### src/rtl/wb_arb_pkg.sv
// Shared types and constants for the unified-memory Wishbone arbiter.
// Holds the FSM state enum, one-hot grant codes and the I-bus select.
package wb_arb_pkg;

    typedef enum logic [1:0] {
        S_IDLE  = 2'd0,
        S_GNT_I = 2'd1,
        S_GNT_D = 2'd2
    } state_t;

    localparam logic [1:0] GNT_NONE = 2'b00;
    localparam logic [1:0] GNT_I    = 2'b01;
    localparam logic [1:0] GNT_D    = 2'b10;

    // Fetches are always full-word; sliced to DW/8 by the user.
    localparam logic [127:0] I_SEL_ALL = '1;

endpackage

### src/rtl/wb_timeout_ctr.sv
// No-ack watchdog for a granted Wishbone transfer.
// Ports: clk, rst_n, clr (zero count), en (count), expired (count == TIMEOUT).
module wb_timeout_ctr #(
    parameter int TIMEOUT = 255
) (
    input  logic clk,
    input  logic rst_n,
    input  logic clr,
    input  logic en,
    output logic expired
);

    logic [15:0] cnt;

    assign expired = (cnt == 16'(TIMEOUT));

    always_ff @(posedge clk or negedge rst_n) begin
        if (!rst_n) begin
            cnt <= '0;
        end else if (clr) begin
            cnt <= '0;
        end else if (en && !expired) begin
            cnt <= cnt + 16'd1;
        end
    end

endmodule

### src/rtl/wb_unified_mem_arbiter.sv
// Two-master (I fetch, D load/store) to one-slave Wishbone classic arbiter.
// Ports: i_* fetch master, d_* data master, m_* slave side, gnt_o {D,I}.
module wb_unified_mem_arbiter
    import wb_arb_pkg::*;
#(
    parameter int AW      = 32,
    parameter int DW      = 32,
    parameter int TIMEOUT = 255
) (
    input  logic            clk,
    input  logic            rst_n,
    input  logic [AW-1:0]   i_adr_i,
    input  logic            i_cyc_i,
    input  logic            i_stb_i,
    output logic [DW-1:0]   i_dat_o,
    output logic            i_ack_o,
    output logic            i_err_o,
    input  logic [AW-1:0]   d_adr_i,
    input  logic [DW-1:0]   d_dat_i,
    input  logic            d_we_i,
    input  logic [DW/8-1:0] d_sel_i,
    input  logic            d_cyc_i,
    input  logic            d_stb_i,
    output logic [DW-1:0]   d_dat_o,
    output logic            d_ack_o,
    output logic            d_err_o,
    output logic [AW-1:0]   m_adr_o,
    output logic [DW-1:0]   m_dat_o,
    output logic            m_we_o,
    output logic [DW/8-1:0] m_sel_o,
    output logic            m_cyc_o,
    output logic            m_stb_o,
    input  logic [DW-1:0]   m_dat_i,
    input  logic            m_ack_i,
    input  logic            m_err_i,
    output logic [1:0]      gnt_o
);

    localparam int SW = DW / 8;

    state_t     state;
    state_t     state_nxt;
    logic       last_d;
    logic       last_d_nxt;
    logic [1:0] holdoff;
    logic [1:0] holdoff_nxt;
    logic       expired;
    logic       elig_i;
    logic       elig_d;
    logic       done;
    logic       resp_ack;
    logic       resp_err;

    // Holdoff masks the strobe a master still shows the cycle after ack.
    assign elig_i = i_cyc_i & i_stb_i & ~holdoff[0];
    assign elig_d = d_cyc_i & d_stb_i & ~holdoff[1];

    // Watchdog expiry wins over any slave response, and err beats ack.
    assign done     = m_ack_i | m_err_i | expired;
    assign resp_err = m_err_i | expired;
    assign resp_ack = m_ack_i & ~m_err_i & ~expired;

    assign i_dat_o = m_dat_i;
    assign d_dat_o = m_dat_i;

    wb_timeout_ctr #(
        .TIMEOUT (TIMEOUT)
    ) u_tmo (
        .clk     (clk),
        .rst_n   (rst_n),
        .clr     (state == S_IDLE),
        .en      ((state != S_IDLE) & ~m_ack_i & ~m_err_i),
        .expired (expired)
    );

    always_ff @(posedge clk or negedge rst_n) begin
        if (!rst_n) begin
            state   <= S_IDLE;
            last_d  <= 1'b0;
            holdoff <= GNT_NONE;
        end else begin
            state   <= state_nxt;
            last_d  <= last_d_nxt;
            holdoff <= holdoff_nxt;
        end
    end

    always_comb begin
        state_nxt   = state;
        last_d_nxt  = last_d;
        holdoff_nxt = GNT_NONE;
        gnt_o       = GNT_NONE;
        m_adr_o     = '0;
        m_dat_o     = '0;
        m_we_o      = 1'b0;
        m_sel_o     = '0;
        m_cyc_o     = 1'b0;
        m_stb_o     = 1'b0;
        i_ack_o     = 1'b0;
        i_err_o     = 1'b0;
        d_ack_o     = 1'b0;
        d_err_o     = 1'b0;
        unique case (state)
            S_IDLE: begin
                if (elig_i && elig_d) begin
                    state_nxt = last_d ? S_GNT_I : S_GNT_D;
                end else if (elig_d) begin
                    state_nxt = S_GNT_D;
                end else if (elig_i) begin
                    state_nxt = S_GNT_I;
                end
            end
            S_GNT_I: begin
                gnt_o   = GNT_I;
                m_adr_o = i_adr_i;
                m_sel_o = I_SEL_ALL[SW-1:0];
                m_cyc_o = i_cyc_i & ~expired;
                m_stb_o = i_stb_i & ~expired;
                if (!i_cyc_i) begin
                    state_nxt  = S_IDLE;
                    last_d_nxt = 1'b0;
                end else if (done) begin
                    i_ack_o     = resp_ack;
                    i_err_o     = resp_err;
                    state_nxt   = S_IDLE;
                    last_d_nxt  = 1'b0;
                    holdoff_nxt = GNT_I;
                end
            end
            S_GNT_D: begin
                gnt_o   = GNT_D;
                m_adr_o = d_adr_i;
                m_dat_o = d_dat_i;
                m_we_o  = d_we_i;
                m_sel_o = d_sel_i;
                m_cyc_o = d_cyc_i & ~expired;
                m_stb_o = d_stb_i & ~expired;
                if (!d_cyc_i) begin
                    state_nxt  = S_IDLE;
                    last_d_nxt = 1'b1;
                end else if (done) begin
                    d_ack_o     = resp_ack;
                    d_err_o     = resp_err;
                    state_nxt   = S_IDLE;
                    last_d_nxt  = 1'b1;
                    holdoff_nxt = GNT_D;
                end
            end
            default: begin
                state_nxt = S_IDLE;
            end
        endcase
    end

endmodule

### config.mk
export PLATFORM = sky130hd
export DESIGN_NAME = wb_unified_mem_arbiter
export DESIGN_NICKNAME = d
export VERILOG_FILES = /design/src/rtl/wb_arb_pkg.sv /design/src/rtl/wb_timeout_ctr.sv /design/src/rtl/wb_unified_mem_arbiter.sv
export SDC_FILE = /design/constraint.sdc
export NUM_CORES = 1
export LEC_CHECK = 0
export ABC_AREA = 1
export BUFFER_PORTS_ARGS = -buffer_cell sky130_fd_sc_hd__buf_2
export CAP_MARGIN = 15
export CORE_AREA = 5 5 107 109
export DETAILED_ROUTE_END_ITERATION = 10
export DIE_AREA = 0 0 112 114
export GPL_ROUTABILITY_DRIVEN = 0
export SLEW_MARGIN = 20
export SYNTH_ARGS = -nofsm -noshare
export SYNTH_HDL_FRONTEND = slang
export SYNTH_SLANG_ARGS = --single-unit
### constraint.sdc
create_clock -name clk -period 1.7 [get_ports clk]
set_input_delay 0.085 -clock clk [delete_from_list [all_inputs] [get_ports clk]]
set_output_delay 0.085 -clock clk [all_outputs]
set_load 0.1 [all_outputs]
==> results.toml <==
[timing]
fin_crit_sh_pct = 107
skew_ps = 1.70
fmax_mhz = 549
setup_viol = 63
rsz0062_at_grt = "true"
slew_viol_final = 0
finalHoldViolCount = 0
fin_crit_ps = 1820
finalWorstSetupSlack_ps = -121
slew_headroom_pct = 65.8
tightest_slew_ps = 513

[cells_and_area]
final_area_um2 = 5830
drive_above_1_share_pct = 68.6
mostFrequentLayoutCell = "buf_2"
instances_no_fill = 749
nets = 756
nFillCells = 899
diodes = 0
multi_input_area_um2 = 2190
final-seq-area_um2 = 528
layout_common_cells = "buf_2, buf_12, nand2_1, nand3_2, nand2_4"
area_delta_synth_final_pct = 109

[critical_path]
crit_type = "flip-flop to output pin"
rrSetupSlack_ps = 130
crit_arrival_ps = 1740
timing.rr.end = "state[1]"
cp-end-kind = "output pin"
start_kind = "flip-flop"
timing.rr.start = "state[1]"
critPathMaxFanout = 6
required_ps = 1620
reg2reg_depth = 9

[clock_tree]
cts_tree = "yes"
cts_buffers = 3
clk_latency_ps = 280
clk_pin_slew_ps = 90
cts-root-buf = "clkbuf_8"
cts_sinks = 21
cts.path.max_buffers = 2
htreeDepth = 1

[detailed_routing]
drt-initial-drc-count = 315
wire_per_inst_um = 17.0
vias = 3533
routed_wl_um = 12700
via_per_inst = 4.72
ant_nets = 0
first_pass_iters = 5
drc = 0

[status]
status = "complete, but fails checks"
violations = "negative setup slack"

[pwr]
power.density_nw_per_um2 = 1920
p_clk_share_pct = 3.2
sequentialPowerShare_pct = 5.3
p_sw_share_pct = 61.2
p_switching_mw = 6.85
peakVddDrop_mv = 1.54
p_comb_share_pct = 91.4
p_leak_nw = 2.46
p_int_mw = 4.35

[synthesis]
syn-instance-count = 466
yosys_warnings = 0
synth.distinct_cells = 30
syn_area_um2 = 2790
synth.avg_cell_area_um2 = 5.98
ys_seq_elements = 21
synth_top_cell_area_share_pct = 18.9
ys_top_cells_by_area = "dfrtp_1, nand2_1, buf_4, nand3_1, inv_1"
yosysSeqAreaShare_pct = 18.9
syn_nets = 612
synth_top_cell_by_area = "dfrtp_1"

[place]
hpwlAfterDp_um = 9950
dpl.cell_count = 719
portBuffers = 185
placed_area_um2 = 5130

[die]
coreArea_um2 = 10500
io-pin-count = 282
start_util_pct = 26.5
die_area_um2 = 12800
dieHeight_um = 114
dieWidth_um = 112
core.rowCount = 38

[flow_run]
drv_cap = 0

[grt]
antenna_found_initial = 0
first_global_vias = 3374
grt_max_degree = 45
grt_use_total_pct = 18.3
grt_overflow = 0
grt_first_pass_wirelength_um = 18700

[hold_path]
min_path_cells = 3
holdPathEnd = "holdoff[1]"
hold_class = "input port to flip-flop"
min-delay-start = "d_cyc_i"
[synth_stat cells, drive strengths merged]
master	n
a211oi	2
a21oi	2
and2	1
buf	71
clkbuf	20
clkinv	1
dfrtp	21
ha	5
inv	52
nand2	141
nand3	85
nand3b	2
nand4	10
nor2	28
nor3	3
nor3b	1
o2111ai	1
o21ai	8
o21bai	4
or2	3
xnor2	1
xor2	4
[layer usage]
| metal | GRT usage [%] | vias to the layer above | wire length, um |
|---|---|---|---|
| li1 | - | 1684 | - |
| met1 | 23.3 | 1621 | 5040 |
| met2 | 30.7 | 212 | 6290 |
| met3 | 5.99 | 16 | 1250 |
| met4 | 3.21 | 0 | 172 |
| met5 | 0 | - | 0 |
[power by group through the flow]
| stage | sequential [mW] | combinational, mW | clock (mW) |
|---|---|---|---|
| final | 0.598 | 10.2 | 0.364 |
| after CTS | 0.592 | 9.83 | 0.365 |
| after floorplan | 0.607 | 6.67 | 0 |
| after detailed placement | 0.600 | 9.03 | 0 |
| after global routing | 0.604 | 10.6 | 0.386 |
| after global placement | 0.596 | 8.97 | 0 |
[critical path, cell delays in order (launching register included)]
cell and delay, ps:
dfrtp_1 390, inv_2 80, ha_4 340, buf_6 120, nand2_4 60, a211oi_4 250, buf_12 220
[area by class of cell]
cell class | count | share of cell area [%]
Clock buffer | 3 | 0.708
Clock inverter | 1 | 0.0858
Inverter | 53 | 5.66
Multi-Input combinational cell | 301 | 37.6
Sequential cell | 21 | 9.05
Tap cell | 140 | 3.00
Timing Repair Buffer | 230 | 43.9
[state kept, by name, summed over array words and instances, names as in the netlist]
name / flops
holdoff: 2
last_d: 1
state: 2
u_tmo.cnt: 16
[kinds of logic after synthesis]
logic type | Yosys count | synth area share (%)
buf+inv | 144 | 28.9
compound gates | 17 | 4.53
simple gates | 274 | 43.9
xor+xnor | 5 | 1.57
fa+ha+maj | 5 | 2.24
flops | 21 | 18.9
[through the flow]
| step | total power [mW] | hold slack (ps) | util (%) | TNS (ps) | setup WS, ps |
|---|---|---|---|---|---|
| 6_report | 11.2 | 108 | 55.5 | -3850 | -121 |
| 4_1_cts | 10.8 | 94.1 | 53.0 | -3210 | -92.7 |
| 2_1_floorplan | 7.28 | -211 | - | -1030 | -356 |
| 3_5_place_dp | 9.63 | 87.0 | 48.8 | -10.6 | -10.6 |
| 3_3_place_gp | 9.57 | 77.1 | 48.8 | 0 | 22.6 |
| 5_1_grt | 11.6 | 113 | 55.5 | -8120 | -179 |
[how the worst max path moves through the flow]
stage,startpoint,to,slack [ps],cells after the start
6_report,state[0],m_stb_o,-120,6
5_1_grt,state[0],m_stb_o,-180,6
4_1_cts,state[0],m_stb_o,-90,6
3_5_place_dp,state[0],m_sel_o[3],-10,6
3_3_place_gp,state[0],m_sel_o[3],20,6
2_1_floorplan,state[0],m_cyc_o,-360,6
[timing repair]
item	4_1_cts	5_1_grt
setup buffers	14	8
endpoints found under the setup margin	75	75
endpoints found under the hold margin	21	0
pin swaps	6	3
cloned	1	3
gates resized for setup	48	52
hold buffers	1	0
Power figures use the tool's default switching activity.
